==> src/rtl/mc_ctrl_pkg.sv <==
// Shared definitions for the gen2 multicycle MIPS controller: state/ALU/error encodings,
// opcode and funct constants, datapath control words and decode helpers.
package mc_ctrl_pkg;

  typedef enum logic [4:0] {
    S_IF     = 5'd0,  S_ID     = 5'd1,  S_EX_R   = 5'd2,  S_EX_MEM = 5'd3,
    S_EX_I   = 5'd4,  S_LUI_WB = 5'd5,  S_EX_BEQ = 5'd6,  S_EX_BNE = 5'd7,
    S_EX_JR  = 5'd8,  S_EX_JAL = 5'd9,  S_EX_J   = 5'd10, S_MEM_RD = 5'd11,
    S_MEM_WR = 5'd12, S_WB_R   = 5'd13, S_WB_I   = 5'd14, S_WB_LW  = 5'd15,
    S_ERROR  = 5'd16, S_EXC    = 5'd17
  } state_t;

  typedef enum logic [2:0] {
    ALU_AND = 3'd0, ALU_OR  = 3'd1, ALU_ADD = 3'd2, ALU_XOR = 3'd3,
    ALU_NOR = 3'd4, ALU_SRL = 3'd5, ALU_SUB = 3'd6, ALU_SLT = 3'd7
  } alu_op_t;

  typedef enum logic [1:0] {
    ERR_NONE = 2'b00, ERR_ILLEGAL = 2'b01, ERR_TIMEOUT = 2'b10, ERR_OVERFLOW = 2'b11
  } err_t;

  localparam logic [5:0] OP_RTYPE = 6'h00, OP_J    = 6'h02, OP_JAL  = 6'h03, OP_BEQ  = 6'h04,
                         OP_BNE   = 6'h05, OP_ADDI = 6'h08, OP_SLTI = 6'h0A, OP_SLTIU = 6'h0B,
                         OP_ANDI  = 6'h0C, OP_ORI  = 6'h0D, OP_XORI = 6'h0E, OP_LUI  = 6'h0F,
                         OP_LW    = 6'h23, OP_SW   = 6'h2B;

  localparam logic [5:0] FN_SRL = 6'h02, FN_JR  = 6'h08, FN_ADD = 6'h20, FN_ADDU = 6'h21,
                         FN_SUB = 6'h22, FN_SUBU = 6'h23, FN_AND = 6'h24, FN_OR  = 6'h25,
                         FN_XOR = 6'h26, FN_NOR = 6'h27, FN_SLT = 6'h2A, FN_SLTU = 6'h2B;

  // Field order: PCWrite PCWriteCond IorD MemRead MemWrite IRWrite MemtoReg[2]
  //              PCSource[2] ALUSrcB[2] ALUSrcA RegWrite RegDst[2] CPU_MIO
  typedef logic [16:0] cw_t;
  localparam cw_t CW_FETCH  = {6'b100101, 2'b00, 2'b00, 2'b01, 1'b0, 1'b0, 2'b00, 1'b1};
  localparam cw_t CW_ID     = {6'b000000, 2'b00, 2'b00, 2'b11, 1'b0, 1'b0, 2'b00, 1'b0};
  localparam cw_t CW_EX_R   = {6'b000000, 2'b00, 2'b00, 2'b00, 1'b1, 1'b0, 2'b00, 1'b0};
  localparam cw_t CW_EX_ADR = {6'b000000, 2'b00, 2'b00, 2'b10, 1'b1, 1'b0, 2'b00, 1'b0};
  localparam cw_t CW_LUI_WB = {6'b000000, 2'b10, 2'b00, 2'b00, 1'b0, 1'b1, 2'b00, 1'b0};
  localparam cw_t CW_BRANCH = {6'b010000, 2'b00, 2'b01, 2'b00, 1'b1, 1'b0, 2'b00, 1'b0};
  localparam cw_t CW_EX_JR  = {6'b100000, 2'b00, 2'b00, 2'b00, 1'b1, 1'b0, 2'b00, 1'b0};
  localparam cw_t CW_EX_JAL = {6'b100000, 2'b11, 2'b10, 2'b00, 1'b0, 1'b1, 2'b10, 1'b0};
  localparam cw_t CW_EX_J   = {6'b100000, 2'b00, 2'b10, 2'b00, 1'b0, 1'b0, 2'b00, 1'b0};
  localparam cw_t CW_MEM_RD = {6'b001100, 2'b00, 2'b00, 2'b00, 1'b0, 1'b0, 2'b00, 1'b1};
  localparam cw_t CW_MEM_WR = {6'b001010, 2'b00, 2'b00, 2'b00, 1'b0, 1'b0, 2'b00, 1'b1};
  localparam cw_t CW_WB_R   = {6'b000000, 2'b00, 2'b00, 2'b00, 1'b0, 1'b1, 2'b01, 1'b0};
  localparam cw_t CW_WB_I   = {6'b000000, 2'b00, 2'b00, 2'b00, 1'b0, 1'b1, 2'b00, 1'b0};
  localparam cw_t CW_WB_LW  = {6'b000000, 2'b01, 2'b00, 2'b00, 1'b0, 1'b1, 2'b00, 1'b0};
  localparam cw_t CW_EXC    = {6'b100000, 2'b00, 2'b11, 2'b00, 1'b0, 1'b0, 2'b00, 1'b0};

  function automatic alu_op_t alu_from_funct(input logic [5:0] fn);
    case (fn)
      FN_SUB, FN_SUBU: return ALU_SUB;
      FN_AND:          return ALU_AND;
      FN_OR:           return ALU_OR;
      FN_XOR:          return ALU_XOR;
      FN_NOR:          return ALU_NOR;
      FN_SLT, FN_SLTU: return ALU_SLT;
      FN_SRL:          return ALU_SRL;
      default:         return ALU_ADD;
    endcase
  endfunction

  function automatic alu_op_t alu_from_imm_op(input logic [5:0] op);
    case (op)
      OP_SLTI, OP_SLTIU: return ALU_SLT;
      OP_ANDI:           return ALU_AND;
      OP_ORI:            return ALU_OR;
      OP_XORI:           return ALU_XOR;
      default:           return ALU_ADD;
    endcase
  endfunction

  function automatic logic imm_zero_ext(input logic [5:0] op);
    return (op == OP_ANDI) || (op == OP_ORI) || (op == OP_XORI);
  endfunction

endpackage

==> src/rtl/mc_wait_timer.sv <==
// MIO wait-cycle counter; expire pulses on the waiting cycle that reaches LIMIT.
// LIMIT = 0 removes the counter so waits are unbounded.
module mc_wait_timer #(
  parameter int unsigned LIMIT = 16,
  parameter int unsigned CNT_W = 5
) (
  input  logic clk,
  input  logic reset,
  input  logic clr,
  input  logic en,
  output logic expire
);

  if (LIMIT == 0) begin : g_bypass
    logic unused_ok;
    assign unused_ok = &{1'b0, clk, reset, clr, en};
    assign expire    = 1'b0;
  end else begin : g_count
    logic [CNT_W-1:0] cnt;

    always_ff @(posedge clk) begin
      if (reset || clr) cnt <= '0;
      else if (en)      cnt <= cnt + 1'b1;
    end

    assign expire = en && (cnt == CNT_W'(LIMIT - 1));
  end

endmodule

==> src/rtl/mc_controller_gen2.sv <==
// Multicycle MIPS control FSM (gen2), Moore outputs registered with the state.
// Define MCTRL_EXC_EN to add the overflow/error exception state EXC.
module mc_controller_gen2
  import mc_ctrl_pkg::*;
#(
  parameter int unsigned ALUOP_W     = 3,
  parameter int unsigned STATE_W     = 5,
  parameter int unsigned MIO_TIMEOUT = 16,
  parameter int unsigned TMO_W       = 5
) (
  input  logic               clk,
  input  logic               reset,
  input  logic [31:0]        Inst_in,
  input  logic               zero,
  input  logic               overflow,
  input  logic               MIO_ready,
  output logic               MemRead,
  output logic               MemWrite,
  output logic               IRWrite,
  output logic               IorD,
  output logic               CPU_MIO,
  output logic               RegWrite,
  output logic [1:0]         RegDst,
  output logic [1:0]         MemtoReg,
  output logic               ALUSrcA,
  output logic [1:0]         ALUSrcB,
  output logic [1:0]         PCSource,
  output logic               PCWrite,
  output logic               PCWriteCond,
  output logic               Branch,
  output logic               ExtZero,
  output logic [ALUOP_W-1:0] ALU_operation,
  output logic [STATE_W-1:0] state_out,
  output logic [1:0]         err
);

  state_t     state;
  cw_t        cw;
  alu_op_t    alu_op;
  err_t       err_r;
  logic       branch_r, ext_zero_r;
  logic       in_wait, tmo_expire, ovf_trap;
  logic [5:0] opcode, funct;

  assign opcode  = Inst_in[31:26];
  assign funct   = Inst_in[5:0];
  assign in_wait = (state == S_IF) || (state == S_MEM_RD) || (state == S_MEM_WR);

  // Clearing whenever MIO_ready is seen covers entry: a wait state is always left on ready.
  mc_wait_timer #(.LIMIT(MIO_TIMEOUT), .CNT_W(TMO_W)) u_wait_timer (
    .clk    (clk),
    .reset  (reset),
    .clr    (!in_wait || MIO_ready),
    .en     (in_wait && !MIO_ready),
    .expire (tmo_expire)
  );

`ifdef MCTRL_EXC_EN
  assign ovf_trap = overflow &&
                    (((state == S_EX_R) && ((funct == FN_ADD) || (funct == FN_SUB))) ||
                     ((state == S_EX_I) && (opcode == OP_ADDI)));
  logic unused_ok;
  assign unused_ok = &{1'b0, zero, Inst_in[25:6]};
`else
  assign ovf_trap = 1'b0;
  logic unused_ok;
  assign unused_ok = &{1'b0, zero, overflow, Inst_in[25:6]};
`endif

  always_ff @(posedge clk) begin
    if (reset) begin
      state      <= S_IF;
      cw         <= CW_FETCH;
      alu_op     <= ALU_ADD;
      branch_r   <= 1'b0;
      ext_zero_r <= 1'b0;
      err_r      <= ERR_NONE;
    end else begin
      branch_r   <= 1'b0;
      ext_zero_r <= 1'b0;
      case (state)
        S_IF: begin
          if (MIO_ready) begin
            state  <= S_ID;
            cw     <= CW_ID;
            alu_op <= ALU_ADD;
            err_r  <= ERR_NONE;
          end else if (tmo_expire) begin
            state <= S_ERROR;
            cw    <= '0;
            err_r <= ERR_TIMEOUT;
          end
        end
        S_ID: begin
          alu_op <= ALU_ADD;
          case (opcode)
            OP_RTYPE: begin
              if (funct == FN_JR) begin
                state <= S_EX_JR;
                cw    <= CW_EX_JR;
              end else begin
                state  <= S_EX_R;
                cw     <= CW_EX_R;
                alu_op <= alu_from_funct(funct);
              end
            end
            OP_LW, OP_SW: begin state <= S_EX_MEM; cw <= CW_EX_ADR; end
            OP_BEQ: begin
              state    <= S_EX_BEQ;
              cw       <= CW_BRANCH;
              alu_op   <= ALU_SUB;
              branch_r <= 1'b1;
            end
            OP_BNE:  begin state <= S_EX_BNE; cw <= CW_BRANCH; alu_op <= ALU_SUB; end
            OP_J:    begin state <= S_EX_J;   cw <= CW_EX_J;   end
            OP_JAL:  begin state <= S_EX_JAL; cw <= CW_EX_JAL; end
            OP_LUI:  begin state <= S_LUI_WB; cw <= CW_LUI_WB; end
            OP_ADDI, OP_SLTI, OP_SLTIU, OP_ANDI, OP_ORI, OP_XORI: begin
              state      <= S_EX_I;
              cw         <= CW_EX_ADR;
              alu_op     <= alu_from_imm_op(opcode);
              ext_zero_r <= imm_zero_ext(opcode);
            end
            default: begin state <= S_ERROR; cw <= '0; err_r <= ERR_ILLEGAL; end
          endcase
        end
        S_EX_R, S_EX_I: begin
          if (ovf_trap) begin
            state <= S_EXC;
            cw    <= CW_EXC;
            err_r <= ERR_OVERFLOW;
          end else begin
            state <= (state == S_EX_R) ? S_WB_R : S_WB_I;
            cw    <= (state == S_EX_R) ? CW_WB_R : CW_WB_I;
          end
        end
        S_EX_MEM: begin
          state <= (opcode == OP_LW) ? S_MEM_RD : S_MEM_WR;
          cw    <= (opcode == OP_LW) ? CW_MEM_RD : CW_MEM_WR;
        end
        S_MEM_RD: begin
          if (MIO_ready) begin
            state <= S_WB_LW;
            cw    <= CW_WB_LW;
          end else if (tmo_expire) begin
            state <= S_ERROR;
            cw    <= '0;
            err_r <= ERR_TIMEOUT;
          end
        end
        S_MEM_WR: begin
          if (MIO_ready) begin
            state  <= S_IF;
            cw     <= CW_FETCH;
            alu_op <= ALU_ADD;
          end else if (tmo_expire) begin
            state <= S_ERROR;
            cw    <= '0;
            err_r <= ERR_TIMEOUT;
          end
        end
        S_WB_R, S_WB_I, S_WB_LW, S_LUI_WB, S_EX_BEQ, S_EX_BNE,
        S_EX_JR, S_EX_JAL, S_EX_J, S_EXC: begin
          state  <= S_IF;
          cw     <= CW_FETCH;
          alu_op <= ALU_ADD;
        end
        S_ERROR: begin
`ifdef MCTRL_EXC_EN
          state <= S_EXC;
          cw    <= CW_EXC;
`endif
        end
        default: begin state <= S_ERROR; cw <= '0; end
      endcase
    end
  end

  assign {PCWrite, PCWriteCond, IorD, MemRead, MemWrite, IRWrite, MemtoReg,
          PCSource, ALUSrcB, ALUSrcA, RegWrite, RegDst, CPU_MIO} = cw;
  assign Branch        = branch_r;
  assign ExtZero       = ext_zero_r;
  assign ALU_operation = ALUOP_W'(alu_op);
  assign state_out     = STATE_W'(state);
  assign err           = err_r;

endmodule

==> config.mk <==
export PLATFORM = sky130hd
export DESIGN_NAME = mc_controller_gen2
export DESIGN_NICKNAME = d
export VERILOG_FILES = /design/src/rtl/mc_ctrl_pkg.sv /design/src/rtl/mc_wait_timer.sv /design/src/rtl/mc_controller_gen2.sv
export SDC_FILE = /design/constraint.sdc
export NUM_CORES = 1
export LEC_CHECK = 0
export ABC_AREA = 1
export CAP_MARGIN = 20
export CORE_ASPECT_RATIO = 1.5
export CORE_UTILIZATION = 45
export DETAILED_ROUTE_END_ITERATION = 12
export PLACE_DENSITY = 0.77
export SKIP_CTS_REPAIR_TIMING = 1
export SLEW_MARGIN = 20
export SYNTH_ARGS = -nofsm -noshare
export SYNTH_HDL_FRONTEND = slang
export SYNTH_SLANG_ARGS = --single-unit
==> constraint.sdc <==
create_clock -name clk -period 3.2 [get_ports clk]
set_input_delay 0.48 -clock clk [delete_from_list [all_inputs] [get_ports clk]]
set_output_delay 0.48 -clock clk [all_outputs]
set_load 0.02 [all_outputs]
==> results of run 1 <==
-- cells in the mapped netlist (all sizes together) --
cell and number:
clkinv 2, o2111ai 1, a21boi 1, a211oi 2, nor3 1, buf 3, nand2 101, o21ai 18
clkbuf 3, nor2 48, a41oi 1, nor4 1, o211ai 1, and3 2, or2 1, inv 54
ha 2, nand4 11, a21oi 14, xor2 1, dfxtp 34, a31oi 1, a21o 1, nand3 46
xnor2 1
-- report_power, final --
part / internal (uW) / switching [uW]
Sequential: 517 / 100
Clock: 312 / 178
Combinational: 441 / 769
Total: 1270 / 1050
-- state kept, by name, indices dropped and copies added, names as in the netlist --
signal                    count
err                           2
cw                           17
Branch                        1
ALU_operation                 3
state_out                     5
ExtZero                       1
u_wait_timer.g_count.cnt      5
-- through the flow --
stage | setup WS (ns) | hold slack (ns) | util (%) | instance area, sq um
after CTS | 1.239 | 0.4617 | 61.72 | 2826
after floorplan | 1.693 | 0.4176 | - | 2175
after global placement | 1.005 | 0.4379 | 58.72 | 2689
after global routing | 1.149 | 0.4819 | 61.72 | 2826
final | 1.246 | 0.4563 | 61.72 | 2826
after detailed placement | 1.006 | 0.4431 | 58.72 | 2689
-- routing by layer --
metal  global-route usage [%]  wire, microns
met2                    45.14           2966
met1                    27.06           2393
met4                    7.792            102
met3                    3.566            236
met5                        0              0
-- layout make-up --
| type | count | share of cell area (%) |
|---|---|---|
| clock buffers | 5 | 2.435 |
| clock inverters | 3 | 2.435 |
| inverters | 56 | 7.437 |
| multi-input cells | 255 | 44.49 |
| flip-flops and latches | 34 | 24.08 |
| well taps | 64 | 2.833 |
| repair buffers | 47 | 16.29 |
-- worst paths after layout --
kind                                                                 end
worst min register to register  u_wait_timer.g_count.cnt[0]$_SDFFE_PP0P_
worst max-delay path                                        state_out[2]
worst max register to register                       err[0]$_SDFFE_PP0P_
worst min-delay path            u_wait_timer.g_count.cnt[0]$_SDFFE_PP0P_
-- logic make-up (layout without fill, tap and decap cells) --
logic type	after synthesis	in the layout	share of synthesized area [%]
fa+ha+maj	2	2	1.151
compound gates	40	40	10.70
flops	34	34	31.30
buf+inv	62	111	10.87
xor+xnor	2	2	0.8057
simple gates	211	211	45.17
-- cell usage in the layout (no fill, tap or decap) --
master,count
nor2_1,43
nand3_4,1
a21oi_1,14
buf_4,4
o21ai_1,8
a21boi_0,1
o21ai_0,7
nor3_2,1
ha_1,2
nand3_2,5
nand3_1,40
nand2_4,1
xor2_1,1
o211ai_1,1
nor4_2,1
or2_1,1
clkinv_1,2
dfxtp_1,34
nor2_4,1
nand2_2,8
and3_1,2
bufinv_16,2
o21ai_2,3
a211oi_1,2
xnor2_1,1
a21o_1,1
a41oi_1,1
inv_2,8
o2111ai_1,1
nand2_1,92
clkdlybuf4s50_1,43
nand4_1,11
clkinv_4,1
nor2_2,4
inv_1,46
a31oi_1,1
clkbuf_8,5
-- worst register-to-register path: cells and delay by family, from the launching register on --
family | cells | cell delay, ns
flops | 1 | 0.40
buf+inv | 3 | 0.28
compound gates | 1 | 0.10
simple gates | 6 | 0.74
==> metrics.yaml, run 1 <==
root_buffer: "clkbuf_8"
period_minus_slack_ns: 1.954
synth_top_cell_by_area: "dfxtp_1"
rows: 30
coreArea_sq_um: 4579
worstReg2RegStart: "state_out[2]$_SDFFE_PP0P_"
place_inst: 456
antenna_cells: 0
initial_utilization_pct: 47.49
grt_pass1_vias: 2235
p_per_area_nw_per_um2: 819.4
cp_slowest_cell: "clkdlybuf4s50_1"
path_clk_slew_ns: 0.08
netlist_area_sq_um: 2175
critPathKind: "reg2out"
ios: 66
final-seq-area_sq_um: 680.7
n_fill_cell: 447
relSlewSlack_pct: 70.54
crit_start: "state_out[2]$_SDFFE_PP0P_"
final_hold_viol_count: 0
nNetsFinal: 438
avgViaCountPerCell: 5.052
die_area_sq_um: 5120
ff2ff_path_depth: 10
numCtsBuffers: 5
drv_cap: 0
max_freq_ghz: 0.5119
dp_hpwl_microns: 4351
clk_latency_ns: 0.30
leakage_uw: 0.001401
path_cells: "clkdlybuf4s50_1"
worst-r2r-setup-slack_ns: 1.57
vias: 2344
min_from: "u_wait_timer.g_count.cnt[0]$_SDFFE_PP0P_"
die_w_microns: 58.76
endpoint_kind: "output pin"
io_buffer_count: 43
crit_family: "buffers and inverters"
ys_seq_area_share_pct: 31.30
instances_no_fill: 464
gp_congestion: 0.8980
ys_ff_latch: 34
globalRouteOverflowTotal: 0
cp.depth: 1
area_growth_pct: 29.98
finalSetupTns_ns: 0
firstDrtPassIters: 5
grt_pass1_wl_microns: 9556
clock_sinks: 34
multiInputGateArea_sq_um: 1257
report.final.setup_viol: 0
grt.total_usage_pct: 24.12
skew_ns: 0.01087
slew_viol_final: 0
rsz0062_at_grt: "no"
cts_max_level: 2
grt_max_degree: 14
outcome: "complete, no violations"
fin_crit_sh_pct: 61.05
yosysUniqueCellTypes: 34
ys_top_cells_by_area: "dfxtp_1, nand2_1, nand3_1"
clockBufferDepth: 2
syn-num-nets: 390
worstPathRequired_ns: 2.72
ys_warn_count: 0
p_total_uw: 2316
hp-class: "reg2reg"
die_h_microns: 87.14
synthCells: 351
cp-start-kind: "flop"
wl_microns: 5699
avgSynthCellArea_sq_um: 6.195
ir_drop_mv: 0.4787
ant_nets: 0
avgRoutedWirePerCell_microns: 12.28
antenna_found_initial: 0
cp_max_fo: 8
drive_gt1_share_pct: 11.25
cpPeakStageDelay_ns: 0.67
netlist.area_leader.share_pct: 31.30
critPathArrivalTime_ns: 1.47
tightest_slew_ns: 0.4362
cts_tree: "yes"
whs_path_depth: 1
drc: 0
critPathBufInv: 1
dr.first_iter.drc_count: 152
No activity file was read; power rests on OpenSTA's default activity.
==> inputs of run 2 (changes only) <==
--- a/config.mk
+++ b/config.mk
@@ -8,7 +8,7 @@
 export ABC_AREA = 1
 export CAP_MARGIN = 20
 export CORE_ASPECT_RATIO = 1.5
-export CORE_UTILIZATION = 45
+export CORE_UTILIZATION = 43
 export DETAILED_ROUTE_END_ITERATION = 12
 export PLACE_DENSITY = 0.77
 export SKIP_CTS_REPAIR_TIMING = 1
==> constraint.sdc (replaced) <==
create_clock -name clk -period 1.7 [get_ports clk]
set_input_delay 0.255 -clock clk [delete_from_list [all_inputs] [get_ports clk]]
set_output_delay 0.255 -clock clk [all_outputs]
set_load 0.02 [all_outputs]
==> run 2 against run 1 <==
Effect of this change:
- wire length is 4.3% higher
- clock-buffer cell count is 2 higher
- register-to-register slack worse by 1.4 ns
- via count is 5.4% higher
- worst hold slack worse by 0.023 ns
- sequential share of layout area is 1.2 points lower
- combinational power is 96% higher
- worst setup slack worse by 1.2 ns
- first-iteration DRC count is 14% lower
- clock power is 31% higher
- critical path type unchanged
- largest cell class unchanged
==> metrics.yaml, run 2 (same netlist as run 1, synthesis figures left out) <==
whs_path_depth: 1  # unchanged
cpPeakStageDelay_ns: 0.64  # -0.03 ns
wl_microns: 5946  # +4.3%
max_freq_ghz: 0.6168
cts_max_level: 2  # unchanged
ff2ff_path_depth: 11  # +1
area_growth_pct: 37.74
cp_max_fo: 6  # -2
grt_max_degree: 13  # -1
coreArea_sq_um: 4848  # +5.9%
timing.rr.end: "state_out[1]$_SDFFE_PP0P_"
antenna_found_initial: 0  # unchanged
rows: 31  # +3.3%
p_per_area_nw_per_um2: 1398  # +71%
die_area_sq_um: 5351  # +4.5%
multiInputGateArea_sq_um: 1277  # +1.6%
ir_drop_mv: 0.8708  # +82%
critPathArrivalTime_ns: 1.37  # -0.10 ns
avgRoutedWirePerCell_microns: 12.11  # -1.4%
firstDrtPassIters: 5  # unchanged
min_from: "u_wait_timer.g_count.cnt[0]$_SDFFE_PP0P_"
gp_congestion: 0.8436  # -6.1%
holdWs_ns: 0.4330  # -0.02324 ns
drc: 0  # unchanged
relSlewSlack_pct: 74.19  # +3.7 points
final-seq-area_sq_um: 685.7  # +0.74%
crit_family: "buffers and inverters"
regMostFlops: "cw"
place_inst: 481  # +5.5%
endpoint_kind: "output pin"
io_buffer_count: 43  # unchanged
die_w_microns: 60.07  # +2.2%
final_common_cell: "nand2_1"
clk_latency_ns: 0.30  # about the same
grt_pass1_vias: 2283  # +2.1%
fin_ws_ns: 0.07868  # -1.168 ns
instances_no_fill: 491  # +5.8%
critPathBufInv: 1  # unchanged
vias: 2470  # +5.4%
cts_tree: "yes"
grt.total_usage_pct: 24.11  # about the same
critPathKind: "reg2out"
worstPathRequired_ns: 1.44  # -1.28 ns
cp-start-kind: "flop"
clock_sinks: 34  # unchanged
grt_pass1_wl_microns: 9798  # +2.5%
n_fill_cell: 486  # +8.7%
initial_utilization_pct: 44.85  # -2.6 points
period_minus_slack_ns: 1.621
slew_viol_final: 0  # unchanged
hold-path-endpoint: "u_wait_timer.g_count.cnt[0]$_SDFFE_PP0P_"
pre_cts_slack_ns: -0.1265  # -1.133 ns
root_buffer: "clkbuf_8"
layout_common_cells: "nand2_1, inv_1, clkdlybuf4s50_1"
tightest_slew_ns: 0.3857  # -0.05047 ns
ant_nets: 0  # unchanged
skew_ns: 0.01033  # -0.0005412 ns
fin_crit_sh_pct: 95.37
path_clk_slew_ns: 0.08  # about the same
leakage_uw: 0.001498  # +7.0%
worst-r2r-setup-slack_ns: 0.17  # -1.40 ns
globalRouteOverflowTotal: 0  # unchanged
largest_reg_flops: 17  # unchanged
outcome: "complete, no violations"
numCtsBuffers: 5  # unchanged
clockBufferDepth: 2  # unchanged
path_cells: "clkdlybuf4s50_1"
drive_gt1_share_pct: 18.59  # +7.3 points
final_hold_viol_count: 0  # unchanged
avgViaCountPerCell: 5.031  # -0.42%
dr.first_iter.drc_count: 130  # -14%
dp_hpwl_microns: 4682  # +7.6%
hp-class: "reg2reg"
antenna_cells: 0  # unchanged
ios: 66  # unchanged
cp_slowest_cell: "clkdlybuf4s50_1"
report.final.setup_viol: 0  # unchanged
die_h_microns: 89.10  # +2.2%
drv_cap: 0  # unchanged
nNetsFinal: 463  # +5.7%
worstReg2RegStart: "state_out[3]$_SDFFE_PP0P_"
[run 2: changes by cell type in the layout (fill, tap and decap cells not counted), moves of 2 or more]
| cell | previous run | this run |
|---|---|---|
| buf_4 | 4 | 29 |
| nor2_1 | 43 | 39 |
| dfxtp_1 | 34 | 30 |
| ha_2 | 0 | 2 |
| bufinv_16 | 2 | 0 |
| nor2_2 | 4 | 7 |
| dfxtp_2 | 0 | 4 |
| ha_1 | 2 | 0 |
[run 2: through the flow]
step           util, %  total power [uW]  cell area [sq um]   TNS (ns)
2_1_floorplan        -              2712               2175          0
3_3_place_gp     59.07              3510               2864     -1.208
3_5_place_dp     59.07              3515               2864     -1.479
4_1_cts          60.95              4167               2955  -0.002764
5_1_grt          61.78              4540               2995  -0.007362
6_report         61.78              4187               2995          0
[run 2: cell type report]
cell class	count	share of cell area [%]
Multi-Input combinational cell	255	42.65
Sequential cell	34	22.89
Timing Repair Buffer	72	21.64
Inverter	56	7.018
Clock buffer	7	2.882
Tap cell	66	2.757
Clock inverter	1	0.1671
[run 2: worst max path at each step]
stage,to,cells after the start,start,slack [ns]
2_1_floorplan,state_out[1]$_SDFFE_PP0P_,11,state_out[2]$_SDFFE_PP0P_,0.23
3_3_place_gp,ALU_operation[1]$_SDFFE_PP1P_,11,Inst_in[29],-0.11
3_5_place_dp,ALU_operation[1]$_SDFFE_PP1P_,11,Inst_in[29],-0.13
4_1_cts,state_out[2],1,state_out[2]$_SDFFE_PP0P_,-0.003
5_1_grt,state_out[0]$_SDFFE_PP0P_,10,Inst_in[27],-0.007
6_report,state_out[3],1,state_out[3]$_SDFFE_PP0P_,0.08
[run 2: layer usage]
metal  global-route usage (%)  routed length, microns
met1                    27.30                    2485
met2                    43.64                    3091
met3                    4.197                     223
met4                    9.725                     146
met5                        0                       0
[run 2: power by group]
group	internal, uW	total [uW]	switching (uW)
Clock	327	643	316
Sequential	983	1180	195
Combinational	914	2370	1450
Total	2220	4190	1960
==> inputs of run 3 (changes only) <==
--- a/config.mk
+++ b/config.mk
@@ -11,6 +11,7 @@
 export CORE_UTILIZATION = 43
 export DETAILED_ROUTE_END_ITERATION = 12
 export PLACE_DENSITY = 0.77
+export SETUP_SLACK_MARGIN = 0.02
 export SKIP_CTS_REPAIR_TIMING = 1
 export SLEW_MARGIN = 20
 export SYNTH_ARGS = -nofsm -noshare
==> run 3 against run 2 <==
Effect of this change:
- clock power about the same
- maximum frequency about the same
- critical path depth unchanged
- critical endpoint unchanged
- cell count unchanged
- flip-flop and latch count unchanged
- critical path type unchanged
- total power about the same
==> metrics.yaml, run 3 (same netlist as run 1, synthesis figures left out) <==
n_fill_cell: 483  # -0.62%
antenna_cells: 0  # unchanged
critPathBufInv: 1  # unchanged
vias: 2441  # -1.2%
cp_max_fo: 6  # unchanged
period_minus_slack_ns: 1.620  # -0.001252 ns
globalRouteOverflowTotal: 0  # unchanged
grt_max_degree: 13  # unchanged
cts_max_level: 2  # unchanged
drv_cap: 0  # unchanged
root_buffer: "clkbuf_8"
final-seq-area_sq_um: 686.9  # +0.18%
skew_ns: 0.009751  # -0.0005742 ns
wl_microns: 5898  # -0.81%
post-route-util_pct: 62.01  # +0.23 points
p_per_area_nw_per_um2: 1392  # -0.46%
critPathKind: "reg2out"
ant_nets: 0  # unchanged
cpPeakStageDelay_ns: 0.64  # about the same
pre_cts_slack_ns: -0.1265  # unchanged
firstDrtPassIters: 4  # -1
avgRoutedWirePerCell_microns: 12.01  # -0.81%
antenna_found_initial: 0  # unchanged
place_inst: 481  # unchanged
numCtsBuffers: 5  # unchanged
leakage_uw: 0.001527  # +1.9%
finalSetupTns_ns: 0  # unchanged
tightest_slew_ns: 0.3879  # +0.002159 ns
worstPathRequired_ns: 1.44  # about the same
die_area_sq_um: 5351  # unchanged
area_growth_pct: 38.26
endpoint_kind: "output pin"
io_buffer_count: 43  # unchanged
cp-start-kind: "flop"
crit_family: "buffers and inverters"
instances_no_fill: 491  # unchanged
clockBufferDepth: 2  # unchanged
largest_reg_flops: 17  # unchanged
multiInputGateArea_sq_um: 1280  # +0.20%
cts_tree: "yes"
fin_crit_sh_pct: 95.30  # about the same
path_cells: "clkdlybuf4s50_1"
nNetsFinal: 463  # unchanged
max_freq_ghz: 0.6173  # about the same
rsz0062_at_grt: "no"
ios: 66  # unchanged
holdWs_ns: 0.4025  # -0.03047 ns
grt.total_usage_pct: 24.11  # unchanged
dr.first_iter.drc_count: 121  # -6.9%
cp_slowest_cell: "clkdlybuf4s50_1"
rows: 31  # unchanged
drive_gt1_share_pct: 18.59  # unchanged
die_w_microns: 60.07  # unchanged
slew_viol_final: 0  # unchanged
die_h_microns: 89.10  # unchanged
report.final.setup_viol: 0  # unchanged
fin_ws_ns: 0.07993  # +0.001252 ns
final_common_cell: "nand2_1"
regMostFlops: "cw"
drc: 0  # unchanged
final_hold_viol_count: 0  # unchanged
gp_congestion: 0.8436  # unchanged
hp-class: "in2reg"
grt_pass1_wl_microns: 9798  # unchanged
clk_latency_ns: 0.30  # about the same
ir_drop_mv: 0.8703  # about the same
layout_common_cells: "nand2_1, inv_1, nand3_1, nor2_1, clkdlybuf4s50_1"
clock_sinks: 34  # unchanged
grt_pass1_vias: 2283  # unchanged
critPathArrivalTime_ns: 1.37  # about the same
outcome: "complete, no violations"
path_clk_slew_ns: 0.08  # about the same
avgViaCountPerCell: 4.971  # -1.2%
initial_utilization_pct: 44.85  # unchanged
coreArea_sq_um: 4848  # unchanged
relSlewSlack_pct: 74.04  # -0.14 points
dp_hpwl_microns: 4682  # unchanged
==> run 3: changes by cell type in the layout (fill, tap and decap cells not counted), sizes merged <==
cell	delta
clkdlybuf4s50	-3
dlymetal6s2s	+3
==> run 3: per-stage QoR <==
stage / instance area (sq um) / total power, uW
after floorplan: 2175 / 2712
after global placement: 2864 / 3510
after detailed placement: 2864 / 3515
after CTS: 2955 / 4167
after global routing: 3007 / 4543
final: 3007 / 4184
==> run 3: report_power, final <==
group	switching [uW]	internal [uW]	leakage, uW
clock network	315	327	0.0000482
registers	195	986	0.000279
logic	1450	914	0.00120
==> run 3: worst min-delay path: stages <==
cell and delay (ns):
dlymetal6s2s_1 0.17, nor2_1 0.11, nand3_1 0.08, nor2_1 0.04
==> run 3: worst paths after layout <==
kind	startpoint	end	slack (ns)	cells after the start
setup / recovery	state_out[3]$_SDFFE_PP0P_	state_out[3]	0.08	1
hold / removal	Inst_in[27]	Branch$_SDFF_PP0_	0.40	4
setup reg to reg	u_wait_timer.g_count.cnt[0]$_SDFFE_PP0P_	state_out[1]$_SDFFE_PP0P_	0.17	10
hold reg to reg	u_wait_timer.g_count.cnt[0]$_SDFFE_PP0P_	u_wait_timer.g_count.cnt[0]$_SDFFE_PP0P_	0.43	1
==> run 3: cell type report <==
| class | count | area share (%) |
|---|---|---|
| multi-input cells | 255 | 42.57 |
| flip-flops and latches | 34 | 22.85 |
| repair buffers | 72 | 21.81 |
| inverters | 56 | 6.991 |
| clock buffers | 7 | 2.871 |
| well taps | 66 | 2.747 |
| clock inverters | 1 | 0.1665 |
==> run 3: layer usage <==
layer  vias up  wire, microns  share of wire (%)  GRT usage, %
met5         -              0                  0             0
met3        13            227                3.8         4.197
met2        61           3072                 52         43.64
li1       1279              -                  -             -
met1      1088           2467                 42         27.30
met4         0            131                2.2         9.725
